### src/rtl/prog_loader.sv
// ---------------------------------------------------------------------------
// prog_loader
//
// Receives a program image as a byte stream and writes it into program memory,
// holding the CPU in reset until the image is in place. It then releases the
// CPU once the image is loaded and, if enabled, its checksum has been verified.
//
// Stream format: <len> <data0> ... <dataN-1> [<csum>]
//   len  : number of data bytes; 0 means 256
//   csum : 8-bit modulo-256 sum of the data bytes (present only if CSUM_EN=1)
//
// Parameters
//   CSUM_EN   1: a checksum byte follows the data and is checked
//             0: no checksum phase; the CPU is released after the last data byte
//
// Ports
//   clk        in   system clock, rising edge
//   reset      in   asynchronous active-high reset
//   start      in   synchronous request to (re)start a load
//   rx_valid   in   upstream byte available
//   rx_byte    in   upstream byte [7:0]
//   rx_ready   out  loader accepts a byte this cycle (combinational)
//   mem_we     out  program-memory write strobe (one cycle per data byte)
//   mem_addr   out  program-memory write address [7:0]
//   mem_data   out  program-memory write data [7:0]
//   cpu_reset  out  holds the CPU in reset while high
//   done       out  load completed and verified; CPU running
//   err        out  checksum mismatch; CPU held in reset
// ---------------------------------------------------------------------------
module prog_loader #(
    parameter int CSUM_EN = 1
) (
    input  logic       clk,
    input  logic       reset,
    input  logic       start,
    input  logic       rx_valid,
    input  logic [7:0] rx_byte,
    output logic       rx_ready,
    output logic       mem_we,
    output logic [7:0] mem_addr,
    output logic [7:0] mem_data,
    output logic       cpu_reset,
    output logic       done,
    output logic       err
);

    typedef enum logic [2:0] {
        LEN  = 3'd0,
        DATA = 3'd1,
        CSUM = 3'd2,
        RUN  = 3'd3,
        ERR  = 3'd4
    } loaderState;

    loaderState stateReg;
    loaderState stateNext;

    logic [8:0] countReg;     // 9 bits so that a length byte of 0 can mean 256
    logic [7:0] addrReg;
    logic [7:0] sumReg;

    logic       xfer;
    logic       cpuResetNext;
    logic       doneNext;
    logic       errNext;

    assign xfer = rx_valid & rx_ready;

    // -----------------------------------------------------------------------
    // State register. The status outputs are registered from the next-state
    // decode so that they change on the same edge as the state itself.
    // -----------------------------------------------------------------------
    always_ff @(posedge clk or posedge reset) begin
        if (reset) begin
            stateReg  <= LEN;
            cpu_reset <= 1'b1;
            done      <= 1'b0;
            err       <= 1'b0;
        end else begin
            stateReg  <= stateNext;
            cpu_reset <= cpuResetNext;
            done      <= doneNext;
            err       <= errNext;
        end
    end

    // -----------------------------------------------------------------------
    // Next-state logic. start overrides any transfer in the same cycle.
    // -----------------------------------------------------------------------
    always_comb begin
        stateNext = stateReg;
        if (start) begin
            stateNext = LEN;
        end else if (xfer) begin
            case (stateReg)
                LEN:  stateNext = DATA;
                DATA: begin
                    // count is never 0 in DATA (0 is loaded as 256)
                    if (countReg == 9'd1) begin
                        stateNext = (CSUM_EN != 0) ? CSUM : RUN;
                    end
                end
                CSUM: stateNext = (rx_byte == sumReg) ? RUN : ERR;
                default: stateNext = stateReg;
            endcase
        end
    end

    // -----------------------------------------------------------------------
    // Output decode
    // -----------------------------------------------------------------------
    always_comb begin
        rx_ready     = (stateReg == LEN) || (stateReg == DATA) || (stateReg == CSUM);
        cpuResetNext = (stateNext != RUN);
        doneNext     = (stateNext == RUN);
        errNext      = (stateNext == ERR);
    end

    // -----------------------------------------------------------------------
    // Datapath: counters, running checksum and the memory write port.
    // mem_addr/mem_data only change together with a write strobe, so they
    // hold their last values between writes.
    // -----------------------------------------------------------------------
    always_ff @(posedge clk or posedge reset) begin
        if (reset) begin
            mem_we   <= 1'b0;
            mem_addr <= 8'd0;
            mem_data <= 8'd0;
            countReg <= 9'd0;
            addrReg  <= 8'd0;
            sumReg   <= 8'd0;
        end else begin
            mem_we <= 1'b0;
            if (start) begin
                // A byte arriving with start is swallowed without effect.
                countReg <= 9'd0;
                addrReg  <= 8'd0;
                sumReg   <= 8'd0;
            end else if (xfer) begin
                case (stateReg)
                    LEN: begin
                        countReg <= (rx_byte == 8'd0) ? 9'd256 : {1'b0, rx_byte};
                        addrReg  <= 8'd0;
                        sumReg   <= 8'd0;
                    end
                    DATA: begin
                        mem_we   <= 1'b1;
                        mem_addr <= addrReg;
                        mem_data <= rx_byte;
                        addrReg  <= addrReg + 8'd1;
                        sumReg   <= sumReg + rx_byte;
                        countReg <= countReg - 9'd1;
                    end
                    default: begin
                        countReg <= countReg;
                    end
                endcase
            end
        end
    end

endmodule

### config.mk
export PLATFORM = sky130hd
export DESIGN_NAME = prog_loader
export DESIGN_NICKNAME = d
export VERILOG_FILES = /design/src/rtl/prog_loader.sv
export SDC_FILE = /design/constraint.sdc
export NUM_CORES = 1
export LEC_CHECK = 0
export ABC_CLOCK_PERIOD_IN_PS = 1700
export CORE_MARGIN = 5
export CORE_UTILIZATION = 45
export DETAILED_ROUTE_END_ITERATION = 10
export GPL_ROUTABILITY_DRIVEN = 0
export HOLD_SLACK_MARGIN = 0.06
export PLACE_DENSITY = 0.71
export SLEW_MARGIN = 15
export SYNTH_ARGS = -nofsm -noshare
export SYNTH_HDL_FRONTEND = slang
export SYNTH_SLANG_ARGS = --single-unit
export TNS_END_PERCENT = 10
### constraint.sdc
create_clock -name clk -period 1.7 [get_ports clk]
set_input_delay 0.255 -clock clk [delete_from_list [all_inputs] [get_ports clk]]
set_output_delay 0.255 -clock clk [all_outputs]
set_load 0.01 [all_outputs]
## After elaboration in Yosys (flattened, before gate mapping)

Index checks and enable logic that the tools add are counted.
W data, S select, Z words.

| storage, ports and cells | value |
|---|---|
| register bits | 48 |
| logic and storage cells | 48 |
| output and inout port bits | 21 |

| operators by class | value |
|---|---|
| reduce and logical (&&, ||, !) cells | 8 |
| bitwise operators | 2 |
| $add $sub $neg | 3 |
| multiplexer cells | 18 |
| equality and inequality tests | 7 |

Operator list:

| kind | number |
|---|---|
| $mux W8 | 4 |
| $pmux W8 S2 | 2 |
| $mux W9 | 3 |
| $pmux W9 S2 | 1 |
| $mux W3 | 4 |
| $eq A9 B1 Y1 const B | 1 |
| $pmux W3 S3 | 1 |
| $sub A9 B1 Y9 const B | 1 |
| $add A8 B1 Y8 const B | 1 |
| $add A8 B8 Y8 | 1 |
| $eq A8 B8 Y1 | 1 |
| $logic_not A8 Y1 | 1 |
| $eq A3 B2 Y1 const B | 2 |
| $eq A3 B1 Y1 const B | 1 |
| $eq A3 B3 Y1 const B | 1 |
| $logic_not A3 Y1 | 1 |
| $mux W1 | 3 |
| $ne A3 B2 Y1 const B | 1 |
| $reduce_and A3 Y1 | 1 |
| $reduce_bool A3 Y1 | 1 |
| $logic_or A1 B1 Y1 | 2 |
| $reduce_and A2 Y1 | 1 |
| $reduce_bool A2 Y1 | 1 |
| $and A1 B1 Y1 | 1 |
| $not A1 Y1 | 1 |

## Logic depth before layout (Yosys ltp)

| logic depth | value |
|---|---|
| depth in word-level cells | 7 |
| gate-level depth with buffers | 8 |
| mapped depth without buffers | 8 |

## Least setup slack after synthesis

Ideal clock, no wire load.

| path | value |
|---|---|
| kind | flip-flop to flip-flop |
| start | register sumReg[1] |
| end | register sumReg[7] |
| setup slack | -155 ps |
| setup time | 124 ps |
| arrival | 1731 ps |
| required time | 1576 ps |
| period minus slack after synthesis | 1855 ps |
| cell stages (with the launch flop) | 7 |
| cells stage by stage | dfrtp_1 -> ha_1 -> a211o_1 -> a211oi_1 -> o211ai_1 -> and4_1 -> a211o_1 |

| on the way | value |
|---|---|
| word-level cells in the longest chain between the ends | 4 |

Ends and longest elaborated chain:

| item | RTL line | RTL |
|---|---|---|
| start, declared | 60 | `logic [7:0] sumReg;` |
| start signal, assigned | 151 | `sumReg <= sumReg + rx_byte;` |
| $add A8 B8 Y8 | 151 |  |
| $pmux W8 S2 | 140 | `case (stateReg)` |
| $mux W8 | 139 | `end else if (xfer) begin` |
| $mux W8 | 134 | `if (start) begin` |

No other way between the ends. The select of a mux whose other input is x is not followed.
A chain may end at the register's enable or synchronous reset.

## Worst setup path in the final report

| path | value |
|---|---|
| start | register sumReg[2] |
| end | register err |

| on the way | value |
|---|---|
| word-level cells in the longest chain between the ends | 6 |

Ends and longest elaborated chain:

| item | RTL line | RTL |
|---|---|---|
| $eq A8 B8 Y1 | 103 | `CSUM: stateNext = (rx_byte == sumReg) ? RUN : ERR;` |
| $mux W3 | 103 |  |
| $pmux W3 S3 | 95 | `case (stateReg)` |
| $mux W3 | 94 | `end else if (xfer) begin` |
| $mux W3 | 92 | `if (start) begin` |
| net stateNext[0] | 56 | `loaderState stateNext;` |
| $eq A3 B3 Y1 | 116 | `errNext = (stateNext == ERR);` |
| net errNext | 65 | `logic errNext;` |
| end signal, assigned | 83 | `err <= errNext;` |
| end, declared | 44 | `output logic err` |

The timed path passes the listed nets, and every way through them passes these cells.

==> summary by stage <==
Status
The run finished, with violations left. The final reports fail on setup timing.

Critical path
The kind of capture point of the worst setup path is a flip-flop. Walking the worst path, the cells encountered are ha_4, nor4_4, nand3_2, o311a_1, a211oi_2, nor4_1. The critical path contains buffers and inverters numbering 0 combined. The slowest library cell on the worst path is dfrtp_1.

The worst stage delay on the critical path is 420 ps. Data on the critical path is required at its endpoint by 1890 ps. The endpoint arrival time on the critical path is 2090 ps. The peak fanout along the critical path is 3.

The slack of the worst reg-to-reg path is -190 ps. The kind of cell adding the most delay to the critical path is compound AO/OA/AOI/OAI gates. The worst setup path is of the flip-flop to flip-flop kind. STA classifies the critical path startpoint as a flip-flop.

Drt
Summing over every cut layer, the via total after detailed routing is 2440. The detail route stage leaves a number of antenna-violating nets equal to 0. The average wire per cell in the routed design is between 15 and 20 um. The mean number of vias per cell is 5.52. The number of remaining DRC errors is 0. The overall routed net length is ~6800 um. The number of design-rule violations left by the first detailed-router iteration is 158. The first-pass detailed-route iteration total is 4.

Clock tree
The number of H-tree levels is 2. The number of buffers inserted for hold repair after clock tree synthesis is 0. After clock tree synthesis, the clock-pin slew on the worst setup and hold paths is 90 ps. The clock network latency to the later pin of the worst-skew pair is 310 ps. The number of buffers added by the clock tree synthesis step is 5. The number of clock sinks seen by CTS is 48.

The CTS tree is built. The clock tree root driver cell is clkbuf_8. The number of buffers on the longest clock path is 2.

Run
The number of max-cap violations is 0.

Synthesis
The fraction of synthesis flops using an asynchronous set or reset pin is 100%. The top cell type by total area after synthesis is dfrtp_1. The share of synthesized area in the top cell type comes to between 40% and 50%. The synthesized netlist devotes 1.67% of its cell area to XOR and XNOR gates. The dominant synthesized flop cell is dfrtp_1.

In this run, synthesis inferred 0 flip-flops with an integrated enable. In the synthesized netlist, the number of instances is 295. The multiplexer fraction of the synthesized cell area is less than 1%. The adder and majority cell fraction of the synthesized area is 5.54%. By area the synthesized netlist is led by dfrtp_1, nand2_1, ha_1, o21ai_0, nor2_1.

The area fraction in compound gates after synthesis is between 10% and 20%. Yosys printed 0 warnings. By area, the combinational part of the netlist is dominated by simple AND/OR/NAND/NOR gates. The synthesized netlist occupies a cell area of around 2600 um2. Synthesis inferred 48 register bits. The post-synthesis net count is 318. The share of the yosys chip area belonging to registers is 45.9%.

Each instance of the synthesized netlist takes up on average just under 9 um2. The synthesized netlist devotes about a quarter of its cell area to simple gates. The netlist uses 50 different library cells.

Floorplanning
The core outline area is 5570 um2. The die covers 7440 um2. The overall die height is 86.3 um.

The count of standard-cell rows is 27. The effective utilization at floorplan is 47.0%. The top-level I/O count is 33. The die outline width is 86.3 um.

Timing
The worst pin sits at a relative slew slack of between 60% and 70%. The maximum clock rate is approximately 530 MHz. The final max-slew violation count was 0. The time the final worst path needs with I/O delays and setup is 1890 ps. Between clock sinks in the finished design, the worst skew comes to 6.39 ps.

The final setup slack of the worst path is -194 ps. The number of hold violations in the final report is 0. Dividing the final minimum period by the clock period gives 111%. The transition at the pin with the smallest max-transition slack is approximately 510 ps.

Setup repair after global routing could not meet its margin everywhere. Setup violations remaining at the end of the flow were counted as 6.

Placement
Detailed placement finished with a half-perimeter wire length of 4960 um. The number of instances in the placed design is 430. OpenSTA, run right after detailed placement, puts the worst setup slack at -606 ps. The count of buffers added on input and output ports is 32.

Power
The worst IR drop on VDD is 0.392 mV. The analysis attributes to cell leakage a power of between 1.5 and 2 nW. Dividing total power by cell area gives a power density of 772 nW/um2.

Global routing
Summed over all layers, the global routing overflow is 0. The first global-routing pass estimated around 11000 um of wire. The number of global-route vias before repair is 2387. The initial antenna violation count is 0. Across every metal layer, demand over resource in global routing totals 19.2%. Entering global routing, the biggest net connects just under 50 pins.

Finish
The post-route netlist has 23.5% of its cells at a drive strength greater than 1. The final layout contains 392 nets. Compared with the post-synthesis result, the final layout area differs by 36.5%.

0 antenna diodes ended up in the layout. After the flow finishes, the layout carries non-filler instances totaling 442. In the final layout, the multi-input gates occupy roughly 1400 um2.

The fill cell instance count of the final layout is around 460. The area occupied by registers is ~1200 um2.

Min path
The tightest min-delay check is of the primary input to async pin type.
-- flip-flops by register name, summed over array words and instances, names as in the netlist, 3 cells and up --
signal	cells
countReg	9
addrReg	8
mem_addr	8
mem_data	8
sumReg	8
stateReg	3
-- path summary, 6_finish.rpt --
path | start | to | cells past startpoint
worst max-delay path | sumReg[2] | err | 6
worst min-delay path | reset | mem_we | 3
worst max register to register | sumReg[2] | err | 6
worst min register to register | mem_addr[1] | mem_addr[1] | 2
max in group asynchronous | reset | cpu_reset | 3
min in group clk | mem_addr[1] | mem_addr[1] | 2
-- through the flow --
stage / instance area, um2 / total power, mW / setup TNS, ps / hold slack [ps] / util (%)
2_1_floorplan: 2710 / 1.72 / -50.1 / 360 / -
3_3_place_gp: 3410 / 2.06 / -6580 / 459 / 61.1
3_5_place_dp: 3410 / 2.08 / -7310 / 469 / 61.1
4_1_cts: 3510 / 2.76 / -769 / 317 / 62.9
5_1_grt: 3570 / 2.90 / -1200 / 313 / 64.1
6_report: 3570 / 2.76 / -626 / 299 / 64.1
-- layer usage --
layer	GRT usage, %	vias to the layer above	routed length (um)
met3	3.33	11	369
met4	6.66	0	116
met2	31.8	67	3250
met5	0	-	0
li1	-	1172	-
met1	25.4	1190	3050
-- repair_timing --
action,4_1_cts,5_1_grt
pin swaps,6,13
endpoints found under the setup margin,14,21
buffers inserted,1,3
gates cloned,0,0
gates resized for setup,14,14
-- cells by family (layout without fill, tap and decap cells) --
group / count (synthesis) / in the layout
buffers and inverters: 28 / 103
adders and majority gates: 11 / 11
muxes: 2 / 2
and+or+nand+nor: 131 / 131
xor gates and xnor gates: 5 / 5
AOI/OAI and AO/OA: 70 / 70
DFF: 48 / 48
-- synthesized netlist by cell type (all sizes together), types with 2 or more instances --
cell,instances
a21oi,16
dfrtp,47
o211ai,2
mux2i,2
nand4,2
a211o,2
nor3b,2
xnor2,3
ha,10
o21ai,25
nor3,10
xor2,2
nand3,7
o31a,2
nor2b,2
clkbuf,5
a221oi,2
inv,14
nand4b,2
nor4,6
buf,9
a22o,2
a211oi,6
a21o,2
o31ai,3
nand2,73
nor2,21
-- area by class of cell --
class	instances	area share (%)
clock buffers	7	2.14
clock inverters	1	0.140
inverters	14	1.47
multi-input cells	219	40.1
flip-flops and latches	48	33.7
well taps	72	2.52
repair buffers	81	19.9
-- cell usage in the layout, fill, tap and decap left out, types with 3 or more instances in the layout --
master           count
nand3_1              6
dfrtp_1             45
dlygate4sd2_1        8
inv_1               13
nand2_1             71
a21oi_1             14
xnor2_1              3
nor4_1               4
clkdlybuf4s50_1     24
a211oi_2             3
o21ai_1             11
nor3_1               9
nor2_1              19
clkbuf_8             5
ha_4                 7
ha_1                 3
o31ai_1              3
buf_4               45
o21ai_0             13
a211oi_1             3
-- where the power goes --
part	leakage, nW	internal, mW	switching [mW]
sequential	0.644	1.24	0.0847
clock	0.0422	0.290	0.388
combinational	0.917	0.382	0.379
-- worst register-to-register path: stages (launching register included) --
cell	delay (ps)
dfrtp_1	420
ha_4	250
nor4_4	280
nand3_2	120
o311a_1	360
a211oi_2	270
nor4_1	80
No activity file was read; power rests on OpenSTA's default activity.
==> patch 1: new RTL, same settings <==
Re-encode `loaderState` (5 states) as one-hot, 5 bits wide.
--- a/src/rtl/prog_loader.sv
+++ b/src/rtl/prog_loader.sv
@@ -44,12 +44,12 @@
     output logic       err
 );
 
-    typedef enum logic [2:0] {
-        LEN  = 3'd0,
-        DATA = 3'd1,
-        CSUM = 3'd2,
-        RUN  = 3'd3,
-        ERR  = 3'd4
+    typedef enum logic [4:0] {
+        LEN  = 5'b00001,
+        DATA = 5'b00010,
+        CSUM = 5'b00100,
+        RUN  = 5'b01000,
+        ERR  = 5'b10000
     } loaderState;
 
     loaderState stateReg;
Function: no difference found for any inputs over 4 cycles, from zero or initial values and one cycle with reset high; so few cycles prove little.
==> patch 1 against the original RTL <==
- the run still ends with negative setup slack left
- synthesized area is 3.6% higher
- sequential cell count is 2 higher
- setup slack worse by 0.15 ns
- power is 16% higher
- count of clock-buffer cells in the layout is 2 lower
- clock skew is 0.0030 ns higher
- critical endpoint is now cpu_reset
- non-clock buffer count is 18 higher
- cell area is 9.8% higher
- routed wire length is 4.6% higher
- largest power group unchanged
==> patch 1: results (changes against the original RTL) <==
- Fraction of layout cells with a size suffix above 1: 0.319 (was 0.235)
- Largest net degree at the start of global routing: 51 (was 49)
- Pre-CTS WS: -0.724 ns (was -0.606 ns)
- Avg Cell Area, Syn: 9.01 um^2 (was 8.87 um^2)
- Fill cells: 471 (was 456)
- Gr usage total: 0.196 (was 0.192)
- Drt initial violations: 143 (was 158)
- Clock Skew: 0.00939 ns (was 0.00639 ns)
- Outcome: complete, but fails checks (unchanged)
- Synth top cells by count: 72 x nand2_1, 48 x dfrtp_1, 23 x o21ai_0 (was 73 x nand2_1, 47 x dfrtp_1, 21 x nor2_1)
- Syn nets: 324 (was 318)
- Crit-path leading delay family: simple AND/OR/NAND/NOR gates (was compound AO/OA/AOI/OAI gates)
- Max-slew headroom: 0.721 (was 0.661)
- Clock Sinks: 50 (was 48)
- Yosys cell types: 60 (was 50)
- Post-layout worst setup margin: -0.347 ns (was -0.194 ns)
- TritonCTS Buffers: 5 (unchanged)
- Vias post-DR: 2,543 (was 2,440)
- First-pass GRT wire length: 11,600 um (was 11,400 um)
- P_leak: 1.85 nW (was 1.60 nW)
- Top cells by area, synth: dfrtp_1 44%, nand2_1 10%, ha_1 4.6% (was dfrtp_1 45%, nand2_1 10%, ha_1 4.8%)
- Cell total after placement: 456 (was 430)
- Failing checks: negative setup slack (unchanged)
- Nets: 417 (was 392)
- Total Wirelength: 7090 um (was 6780 um)
- Via-to-Cell Ratio: 5.41 (was 5.52)
- Worst endpoint data arrival time: 2.27 ns (was 2.09 ns)
- Crit-path slowest cell: or4_4 (was dfrtp_1)
- VDD IR-drop max: 0.502 mV (was 0.392 mV)
- Crit path largest cell delay: 0.48 ns (was 0.42 ns)
- Post-DP HPWL: 5150 um (was 4960 um)
- Final setup fails: 8 (was 6)
- Post-synthesis sequential area ratio: 0.462 (was 0.459)
- Number of global-route vias before repair: 2,385 (was 2,387)
- Setup TNS Final: -1.29 ns (was -0.626 ns)
==> patch 1: changes by cell type after synthesis, sizes merged, moves of 3 or more <==
cell and change:
a211oi -4, a21o +6, buf -6, clkbuf +5, inv -5, nor2b +3
==> patch 1: worst paths after layout <==
check / startpoint / endpoint / slack [ns]
min in group clk: rx_byte[2] / mem_data[2] / 0.39
max in group asynchronous: reset / cpu_reset / 1.12
setup reg to reg: sumReg[3] / cpu_reset / -0.33
hold / removal: reset / mem_addr[7] / 0.29
setup / recovery: rx_byte[3] / cpu_reset / -0.35
hold reg to reg: addrReg[7] / addrReg[7] / 0.48
==> patch 1: timing repair <==
| item | 4_1_cts | 5_1_grt |
|---|---|---|
| setup endpoints to repair | 47 | 48 |
| pin swaps | 11 | 15 |
| cloned | 0 | 1 |
| endpoints found under the hold margin | 0 | 0 |
| buffers inserted | 3 | 2 |
| resized for setup | 20 | 40 |
==> patch 1: metal layers <==
| layer | up-vias | track usage | share of wire |
|---|---|---|---|
| li1 | 1243 | - | - |
| met2 | 70 | 0.307 | 0.48 |
| met5 | - | 0 | 0 |
| met1 | 1223 | 0.277 | 0.46 |
| met4 | 0 | 0.0586 | 0.013 |
| met3 | 7 | 0.0357 | 0.049 |
==> patch 1: cell families (layout without fill, tap and decap cells) <==
group                      after synthesis  count (layout)  synth area share
buffers and inverters                   22             116            0.0337
adders and majority gates               11              11            0.0535
muxes                                    2               2           0.00784
xor gates and xnor gates                 6               6            0.0222
AOI/OAI and AO/OA                       72              72             0.175
and+or+nand+nor                        138             138             0.246
DFF                                     50              50             0.462
==> patch 1: area by class of cell <==
| class | count | share of cell area |
|---|---|---|
| flip-flops and latches | 50 | 0.320 |
| inverters | 9 | 0.00924 |
| clock buffers | 5 | 0.0175 |
| multi-input cells | 229 | 0.405 |
| well taps | 75 | 0.0239 |
| clock inverters | 3 | 0.00669 |
| repair buffers | 99 | 0.217 |
==> patch 1: worst reg2reg max path: cells and delay by family, from the launching register on <==
kind	cells	cell delay, ns
and+or+nand+nor	4	1.01
DFF	1	0.40
adders and majority gates	1	0.33
AOI/OAI and AO/OA	1	0.21
==> patch 1: stage by stage <==
stage / util / hold WS (ns) / area [um^2]
2_1_floorplan: - / 0.360 / 2770
6_report: 0.667 / 0.293 / 3930
3_3_place_gp: 0.611 / 0.458 / 3600
3_5_place_dp: 0.611 / 0.462 / 3600
5_1_grt: 0.667 / 0.293 / 3930
4_1_cts: 0.640 / 0.292 / 3760
==> patch 1: power breakdown <==
group / total (mW) / switching, mW / internal [mW]
clock: 0.734 / 0.430 / 0.303
combinational: 1.09 / 0.519 / 0.574
sequential: 1.39 / 0.0810 / 1.30
total: 3.21 / 1.03 / 2.18
==> patch 2: new RTL, same flow settings <==
Without the edit above. `CSUM_EN`: 1 -> 0. Comments in the files are not updated.
--- a/src/rtl/prog_loader.sv
+++ b/src/rtl/prog_loader.sv
@@ -28,7 +28,7 @@
 //   err        out  checksum mismatch; CPU held in reset
 // ---------------------------------------------------------------------------
 module prog_loader #(
-    parameter int CSUM_EN = 1
+    parameter int CSUM_EN = 0
 ) (
     input  logic       clk,
     input  logic       reset,
Formal check against the unedited RTL: not equivalent (a bounded check fails within 4 cycles, from zero or initial values and one cycle with reset high).
==> patch 2 against the original RTL <==
- largest cell class unchanged
- synthesized area fell by 2.6%
- sequential cell count did not move
- cell count fell by 0.45%
- combinational power fell by 19%
- power fell by 0.30%
- routed wire length fell by 2.6%
- largest power group unchanged
- synthesized cell count fell by 2.7%
- critical path type unchanged
- cell area rose by 0.95%
- the run still ends with negative setup slack left
- clock power rose by 30%
- setup slack improved by 0.090 ns
==> patch 2: results (changes against the original RTL) <==
- First-pass GRT wire length: 11,600 um (was 11,400 um)
- Reg-to-Reg End: sumReg[7] (was err)
- Post-synthesis sequential area ratio: 0.472 (was 0.459)
- Number of global-route vias before repair: 2,463 (was 2,387)
- Yosys cell types: 51 (was 50)
- Area of placed instances: 0.00324 mm^2 (was 0.00341 mm^2)
- Clock Skew: 0.00908 ns (was 0.00639 ns)
- Failing checks: negative setup slack (unchanged)
- P_leak: 1.70 nW (was 1.60 nW)
- Post-layout worst setup margin: -0.104 ns (was -0.194 ns)
- Worst skew pair latency: roughly 0.30 ns
- Wire length per cell: 15.0 um (was 15.3 um)
- Gr usage total: 0.197 (was 0.192)
- Reg-to-reg startpoint: sumReg[1] (was sumReg[2])
- Nets: 390 (was 392)
- Fill cells: 437 (was 456)
- Top cells by area, synth: dfrtp_1 46%, nand2_1 10%, ha_1 4.9% (was dfrtp_1 45%, nand2_1 10%, ha_1 4.8%)
- VDD IR-drop max: 0.370 mV (was 0.392 mV)
- Drt initial violations: 127 (was 158)
- Mapped Area: 0.00255 mm^2 (was 0.00262 mm^2)
- Final setup fails: 11 (was 6)
- Fraction of layout cells with a size suffix above 1: 0.250 (was 0.235)
- Syn nets: 310 (was 318)
- Synth top cells by count: 69 x nand2_1, 47 x dfrtp_1, 22 x nor2_1, 22 x o21ai_0, 13 x a21oi_1 (was 73 x nand2_1, 47 x dfrtp_1, 21 x nor2_1)
- Outcome: complete, but fails checks (unchanged)
- Post-DP HPWL: 4520 um (was 4960 um)
- Min Hold Slack: 0.290 ns (was 0.299 ns)
-- patch 2: worst max path at each step --
stage,endpoint,slack [ns]
CTS,sumReg[7],-0.11
finish,sumReg[7],-0.10
floorplan,addrReg[7],-0.15
global placement,sumReg[7],-0.55
global route,done,-0.20
detailed placement,err,-0.57
-- patch 2: kinds of logic (layout without fill, tap and decap cells) --
kind of cell,Yosys count,in the layout,share of synthesized area
and+or+nand+nor,130,130,0.231
AOI/OAI and AO/OA,67,67,0.167
DFF,48,48,0.472
buffers and inverters,24,105,0.0491
adders and majority gates,11,11,0.0569
xor gates and xnor gates,5,5,0.0172
muxes,2,2,0.00785
-- patch 2: power by group --
part	total, mW	leakage [nW]	internal, mW	switching [mW]
Sequential	1.26	0.645	1.21	0.0475
Combinational	0.615	0.993	0.313	0.302
Clock	0.880	0.0614	0.481	0.399
Total	2.75	1.70	2.00	0.748
-- patch 2: critical path: stages (launching register included) --
cell and delay (ns):
dfrtp_1 0.42, ha_4 0.24, a211o_1 0.28, a211oi_2 0.19
o211ai_1 0.13, and4_1 0.21, a211o_1 0.22
-- patch 2: area by class of cell --
type	instances	area, um^2	share of cell area
sequential	48	1200	0.333
inverter	12	57.6	0.0160
timing repair buffer	85	747	0.207
multi-input combinational	215	1390	0.385
tap	72	90.1	0.0250
clock buffer	6	82.6	0.0229
clock inverter	2	38.8	0.0108
-- patch 2: repair_timing --
| action | in CTS | in global routing |
|---|---|---|
| pin swaps | 13 | 10 |
| buffers inserted | 6 | 1 |
| hold endpoints to repair | 0 | 0 |
| resized for setup | 37 | 18 |
| endpoints found under the setup margin | 36 | 39 |
| cloned | 0 | 0 |
-- patch 2: metrics by stage --
stage,std cells,TNS (ns),setup slack (ns)
final,440,-0.445,-0.104
after global routing,440,-2.40,-0.195
after CTS,439,-0.295,-0.107
after detailed placement,425,-16.45,-0.567
after global placement,425,-15.53,-0.555
after floorplan,287,-2.58,-0.149
-- patch 2: layer usage --
| layer | global-route usage | wire, um |
|---|---|---|
| met1 | 0.247 | 2810 |
| met2 | 0.333 | 3260 |
| met3 | 0.0408 | 318 |
| met4 | 0.0763 | 216 |
| met5 | 0 | 0 |
